**src/rtl/huffman_stream_ctrl_if.sv**
```systemverilog
// Stream bundle for the Huffman controller: symbol input and packed-byte output.
// master = the environment (symbol source / byte sink), slave = the controller.
interface huffman_stream_ctrl_if;
    logic       in_valid;
    logic       in_ready;
    logic [6:0] in_ascii;
    logic [7:0] out_byte;
    logic       out_valid;
    logic       out_ready;
    logic       out_last;

    modport master (
        output in_valid, in_ascii, out_ready,
        input  in_ready, out_byte, out_valid, out_last
    );

    modport slave (
        input  in_valid, in_ascii, out_ready,
        output in_ready, out_byte, out_valid, out_last
    );
endinterface

```
**src/rtl/huffman_stream_ctrl.sv**
```systemverilog
// Huffman stream controller: takes ASCII symbols, looks each one up in an
// external combinational code table, serialises the code MSB-first into a
// byte accumulator and emits packed bytes. Flush pads the last partial byte.
module huffman_stream_ctrl #(
    parameter int CODE_W = 10,
    parameter int LEN_W  = 4,
    parameter int CNT_W  = 16
) (
    input  logic                  clk,
    input  logic                  rst,
    huffman_stream_ctrl_if.slave  bus,
    input  logic                  flush,
    output logic                  flush_done,
    output logic [6:0]            tbl_ascii,
    input  logic [CODE_W-1:0]     tbl_code,
    input  logic [LEN_W-1:0]      tbl_len,
    output logic                  busy,
    output logic [CNT_W-1:0]      bit_count,
    output logic                  err
);

    typedef enum logic [2:0] {
        IDLE       = 3'd0,
        LOOKUP     = 3'd1,
        SHIFT      = 3'd2,
        EMIT       = 3'd3,
        FLUSH_EMIT = 3'd4
    } state_t;

    state_t            state_reg;
    logic [6:0]        tbl_ascii_reg;
    logic [CODE_W-1:0] code_reg;
    logic [LEN_W-1:0]  rem_reg;
    logic [7:0]        acc_reg;
    logic [3:0]        acc_cnt_reg;
    logic [CNT_W-1:0]  bit_count_reg;
    logic [7:0]        out_byte_reg;
    logic              out_valid_reg;
    logic              out_last_reg;
    logic              in_ready_reg;
    logic              busy_reg;
    logic              flush_done_reg;
    logic              err_reg;

    logic [LEN_W-1:0]  rem_next;
    logic [CODE_W-1:0] code_shifted;
    logic [7:0]        acc_next;
    logic [3:0]        acc_cnt_next;
    logic [7:0]        flush_byte;
    logic              len_bad;

    // Datapath helpers: next code bit, shifted accumulator, padded flush byte
    always_comb begin
        rem_next     = rem_reg - LEN_W'(1);
        code_shifted = code_reg >> rem_next;
        acc_next     = {acc_reg[6:0], code_shifted[0]};
        acc_cnt_next = acc_cnt_reg + 4'd1;
        // valid bits sit in the low acc_cnt positions; move them up to bit 7
        flush_byte   = acc_reg << (4'd8 - acc_cnt_reg);
        len_bad      = (tbl_len == '0) || (int'(tbl_len) > CODE_W);
    end

    // Control FSM with all outputs registered
    always_ff @(posedge clk) begin
        if (rst) begin
            state_reg      <= IDLE;
            tbl_ascii_reg  <= '0;
            code_reg       <= '0;
            rem_reg        <= '0;
            acc_reg        <= '0;
            acc_cnt_reg    <= '0;
            bit_count_reg  <= '0;
            out_byte_reg   <= '0;
            out_valid_reg  <= 1'b0;
            out_last_reg   <= 1'b0;
            in_ready_reg   <= 1'b1;
            busy_reg       <= 1'b0;
            flush_done_reg <= 1'b0;
            err_reg        <= 1'b0;
        end else begin
            flush_done_reg <= 1'b0;
            case (state_reg)
                IDLE: begin
                    // a symbol wins over a simultaneous flush request
                    if (bus.in_valid) begin
                        tbl_ascii_reg <= bus.in_ascii;
                        state_reg     <= LOOKUP;
                        in_ready_reg  <= 1'b0;
                        busy_reg      <= 1'b1;
                    end else if (flush && (acc_cnt_reg != 4'd0)) begin
                        out_byte_reg  <= flush_byte;
                        out_valid_reg <= 1'b1;
                        out_last_reg  <= 1'b1;
                        state_reg     <= FLUSH_EMIT;
                        in_ready_reg  <= 1'b0;
                        busy_reg      <= 1'b1;
                    end else if (flush) begin
                        flush_done_reg <= 1'b1;
                    end
                end

                LOOKUP: begin
                    code_reg <= tbl_code;
                    rem_reg  <= tbl_len;
                    if (len_bad) begin
                        err_reg      <= 1'b1;
                        state_reg    <= IDLE;
                        in_ready_reg <= 1'b1;
                        busy_reg     <= 1'b0;
                    end else begin
                        state_reg <= SHIFT;
                    end
                end

                SHIFT: begin
                    acc_reg       <= acc_next;
                    rem_reg       <= rem_next;
                    bit_count_reg <= bit_count_reg + CNT_W'(1);
                    if (acc_cnt_next == 4'd8) begin
                        out_byte_reg  <= acc_next;
                        out_valid_reg <= 1'b1;
                        acc_cnt_reg   <= 4'd0;
                        state_reg     <= EMIT;
                    end else begin
                        acc_cnt_reg <= acc_cnt_next;
                        if (rem_next == '0) begin
                            state_reg    <= IDLE;
                            in_ready_reg <= 1'b1;
                            busy_reg     <= 1'b0;
                        end
                    end
                end

                EMIT: begin
                    // byte is held until the sink takes it; remaining code bits wait
                    if (bus.out_ready) begin
                        out_valid_reg <= 1'b0;
                        if (rem_reg != '0) begin
                            state_reg <= SHIFT;
                        end else begin
                            state_reg    <= IDLE;
                            in_ready_reg <= 1'b1;
                            busy_reg     <= 1'b0;
                        end
                    end
                end

                FLUSH_EMIT: begin
                    if (bus.out_ready) begin
                        out_valid_reg  <= 1'b0;
                        out_last_reg   <= 1'b0;
                        acc_reg        <= '0;
                        acc_cnt_reg    <= '0;
                        flush_done_reg <= 1'b1;
                        state_reg      <= IDLE;
                        in_ready_reg   <= 1'b1;
                        busy_reg       <= 1'b0;
                    end
                end

                default: begin
                    state_reg    <= IDLE;
                    in_ready_reg <= 1'b1;
                    busy_reg     <= 1'b0;
                end
            endcase
        end
    end

    assign bus.in_ready  = in_ready_reg;
    assign bus.out_byte  = out_byte_reg;
    assign bus.out_valid = out_valid_reg;
    assign bus.out_last  = out_last_reg;
    assign tbl_ascii     = tbl_ascii_reg;
    assign busy          = busy_reg;
    assign bit_count     = bit_count_reg;
    assign flush_done    = flush_done_reg;
    assign err           = err_reg;

endmodule

```
**src/flat_wrapper.sv**
```systemverilog
// flat-port wrapper written by rule: the top's interface ports become plain ports
module huffman_stream_ctrl_flat 
#(
    parameter int CODE_W = 10,
    parameter int LEN_W  = 4,
    parameter int CNT_W  = 16
)
  (clk, rst, flush, flush_done, tbl_ascii, tbl_code, tbl_len, busy, bit_count, err, bus_in_valid, bus_in_ascii, bus_out_ready, bus_in_ready, bus_out_byte, bus_out_valid, bus_out_last);
  huffman_stream_ctrl_if bus_i ();
  input  logic clk;
  input  logic rst;
  input  logic flush;
  output logic flush_done;
  output logic [6:0] tbl_ascii;
  input  logic [CODE_W-1:0] tbl_code;
  input  logic [LEN_W-1:0] tbl_len;
  output logic busy;
  output logic [CNT_W-1:0] bit_count;
  output logic err;
  input wire logic [$bits(bus_i.in_valid)-1:0] bus_in_valid;
  input wire logic [$bits(bus_i.in_ascii)-1:0] bus_in_ascii;
  input wire logic [$bits(bus_i.out_ready)-1:0] bus_out_ready;
  output wire logic [$bits(bus_i.in_ready)-1:0] bus_in_ready;
  output wire logic [$bits(bus_i.out_byte)-1:0] bus_out_byte;
  output wire logic [$bits(bus_i.out_valid)-1:0] bus_out_valid;
  output wire logic [$bits(bus_i.out_last)-1:0] bus_out_last;
  assign bus_i.in_valid = bus_in_valid;
  assign bus_i.in_ascii = bus_in_ascii;
  assign bus_i.out_ready = bus_out_ready;
  assign bus_in_ready = bus_i.in_ready;
  assign bus_out_byte = bus_i.out_byte;
  assign bus_out_valid = bus_i.out_valid;
  assign bus_out_last = bus_i.out_last;
  huffman_stream_ctrl #(.CODE_W(CODE_W), .LEN_W(LEN_W), .CNT_W(CNT_W)) u_core (.clk(clk), .rst(rst), .bus(bus_i), .flush(flush), .flush_done(flush_done), .tbl_ascii(tbl_ascii), .tbl_code(tbl_code), .tbl_len(tbl_len), .busy(busy), .bit_count(bit_count), .err(err));
endmodule
```
**config.mk**
```make
export PLATFORM = sky130hd
export DESIGN_NAME = huffman_stream_ctrl_flat
export DESIGN_NICKNAME = d
export VERILOG_FILES = /design/src/rtl/huffman_stream_ctrl_if.sv /design/src/rtl/huffman_stream_ctrl.sv /design/src/flat_wrapper.sv
export SDC_FILE = /design/constraint.sdc
export NUM_CORES = 1
export LEC_CHECK = 0
export CAP_MARGIN = 15
export CORE_MARGIN = 2
export CORE_UTILIZATION = 56
export CTS_CLUSTER_DIAMETER = 40
export DETAILED_ROUTE_END_ITERATION = 10
export PLACE_DENSITY = 0.95
export SETUP_SLACK_MARGIN = 0.05
export SLEW_MARGIN = 0
export SYNTH_ARGS = -nofsm -noshare
export SYNTH_HDL_FRONTEND = slang
export SYNTH_SLANG_ARGS = --single-unit
```
**constraint.sdc**
```tcl
create_clock -name clk -period 6.4 [get_ports clk]
set_input_delay 1.6 -clock clk [delete_from_list [all_inputs] [get_ports clk]]
set_output_delay 1.6 -clock clk [all_outputs]
set_load 0.02 [all_outputs]
```
==> metrics.txt <==
R2R Path End=u_core.bus.out_byte[7]; CTS tree=built; synth unique cells=60; Layout Skew=6.23 ps; I/O pins=63; CP delay by family, top=simple AND/OR/NAND/NOR gates; antenna-violating nets left=0; drt drc=0; starting density of the core=58.7%; Synth area leader=dfxtp_1; Critical Path RT=around 6600 ps; CTS sink cnt=66; initial antenna violation count=0; Post-synth ARST share=0%; synth top area cells=dfxtp_1 (40%), nand2_1 (6.5%), a21oi_1 (5.2%), nor2_1 (5.2%), mux2i_1 (4.0%); EDFF count, synth=0; Layout area overhead=25.5%; dpl hpwl=5.20 mm; net total in the final layout=approximately 470; Root Driver=clkbuf_8; critical path type=in2reg; Routability Congestion=about 0.92; total number of yosys warnings=0; placed inst area=around 3900 um^2; Main synth FF type=dfxtp_1; outcome=finished clean; crit path from=tbl_len[1]; CP arrival=~3400 ps; Layout fillers=around 420; final worst-path cycle share=48.9%; share of layout cells above drive strength 1=~7.6%; Fmax achieved=about 0.32 GHz; post-cts resize count=0; vias=around 3,000; WL/cell=14.5 um; most numerous cell in the Yosys netlist=dfxtp_1; total core area=around 5600 um^2; post-route core utilization=between 70% and 80%; number of flip-flops under the largest register name=16; slowest CP cell=or4_1; dpl ws=approximately 3000 ps; largest net degree at the start of global routing=64; Critical Path Start Type=input port; clock slew at reported path FFs=roughly 70 ps; Overflow after GRT=0; area fraction of the dominant cell type after synthesis=40.4%; Post-Route WL=between 7 and 8 mm; cell area after layout=roughly 4000 um^2; die area=6470 um^2; crit-path max FO=3; Pins Over Slew Limit=0; Final Setup Violations=0; Slew @ Worst Pin=between 1000 and 1500 ps; Setup crit end kind=flop; vias in the first global route=about 2,800; worst hold path class=reg2reg; Vias/cell=5.78; IO buf count=62; Setup Buffers After CTS=0; max_slew headroom=25.0%; maxcap violations=0; critical path cell sequence=clkdlybuf4s50_1 > or4_1 > o21ai_0 > o221a_2 > nor3_1 > mux2_1; Net Count, Synth=420; sequential area share after synthesis=just over 40%; diodes inserted=0; final setup TNS=0 ps; Crit path depth=6; worst setup margin=roughly 3300 ps; DR iter-0 viols=270; Setup crit end=u_core.state_reg[1]; RSZ-0062 raised after global routing=false; drt pass-1 iters=5; CP max stage delay=~520 ps; final hold violations=0; min cycle time layout=approximately 3100 ps; R2R depth=6; FF-to-FF Start=u_core.acc_cnt_reg[0]; Post-Syn Area=~3300 um^2; FF+latch count, synth=66; H-tree Lvls=3; P per Cell Area=approximately 230 nW/um^2; Die Y=slightly above 80 um; leakage power=around 1.5 nW; Overall Global Routing Usage=between 20 and 30%; global-route wire length before repair=approximately 13 mm; Num CTS Buffers=9; Synth Area per Inst=between 8 and 9 um^2; Max clock buf depth=2; Buf+Inv Stages, Crit Path=1; Syn Inst Count=about 390; Clock Latency Late Sink=around 340 ps; cts hold-fix bufs=0; Die Wd=between 80 and 90 um; Rows=27; Tot Pwr=0.937 mW; peak supply drop=0.159 mV; Post-synth top cells=dfxtp_1 (66), nand2_1 (57), nor2_1 (45); r2r setup slk=between 3000 and 4000 ps
final cells by class:
class | count | area (um^2) | share of cell area [%]
clock inverter | 7 | 93.8 | 2.29
multi-input combinational | 287 | 1790 | 43.7
inverter | 15 | 56.3 | 1.37
sequential | 66 | 1320 | 32.2
tap | 72 | 90.1 | 2.20
timing repair buffer | 63 | 623 | 15.2
clock buffer | 9 | 124 | 3.02
layout by cell type, fill, tap and decap left out, drive strengths merged, types with 4 or more instances in the layout:
master	n
dfxtp	66
clkdlybuf4s50	61
nand2	57
nor2	45
a21oi	34
o21ai	18
inv	15
mux2i	13
xor2	12
nand3	11
nor3	11
clkbuf	9
a31oi	8
xnor2	6
mux2	6
a22oi	5
and2	5
ha	5
mux4	5
and3	4
logic make-up (layout without fill, tap and decap cells):
logic type	after synthesis	count (layout)	synth area share, %
AO/OA/AOI/OAI	86	86	16.2
XOR/XNOR	18	18	5.05
adder cells (fa/ha/maj)	5	5	1.91
buffers and inverters	36	94	4.71
flip-flops	66	66	40.4
multiplexers	24	24	9.72
AND/OR/NAND/NOR	154	154	22.0
metrics by stage:
stage,hold slack (ps),std cells
floorplan,432,389
global placement,440,503
detailed placement,447,503
CTS,458,519
global route,473,519
finish,458,519
worst reg2reg max path, cell delays in order, from the launching register on:
cell and delay [ps]:
dfxtp_1 710, inv_1 170, ha_1 590, mux4_2 560
mux2_2 290, nand2_1 70, a31oi_1 80
where the power goes:
group	leakage [nW]	internal, mW	total, mW	switching [mW]
Sequential	0.535	0.424	0.438	0.0138
Combinational	0.845	0.0548	0.118	0.0630
Clock	0.105	0.218	0.381	0.163
Total	1.49	0.697	0.937	0.240
how the worst min path moves through the flow:
stage,startpoint,end,slack [ps],cells after the start
2_1_floorplan,u_core.code_reg[2],u_core.code_reg[2],430,2
3_3_place_gp,u_core.code_reg[2],u_core.code_reg[2],440,2
3_5_place_dp,u_core.code_reg[0],u_core.code_reg[0],450,2
4_1_cts,u_core.code_reg[0],u_core.code_reg[0],460,2
5_1_grt,u_core.code_reg[5],u_core.code_reg[5],470,2
6_report,u_core.code_reg[0],u_core.code_reg[0],460,2
layer usage:
layer  vias to the layer above  GRT usage (%)  share of wire, %  routed length (um)
li1                       1469              -                 -                   -
met3                        20           5.17               6.1                 459
met5                         -              0                 0                   0
met4                         0           9.66               2.0                 150
met1                      1395           30.2                44                3290
met2                       116           43.7                48                3610
Note: power is estimated with default switching activity, not from simulation.
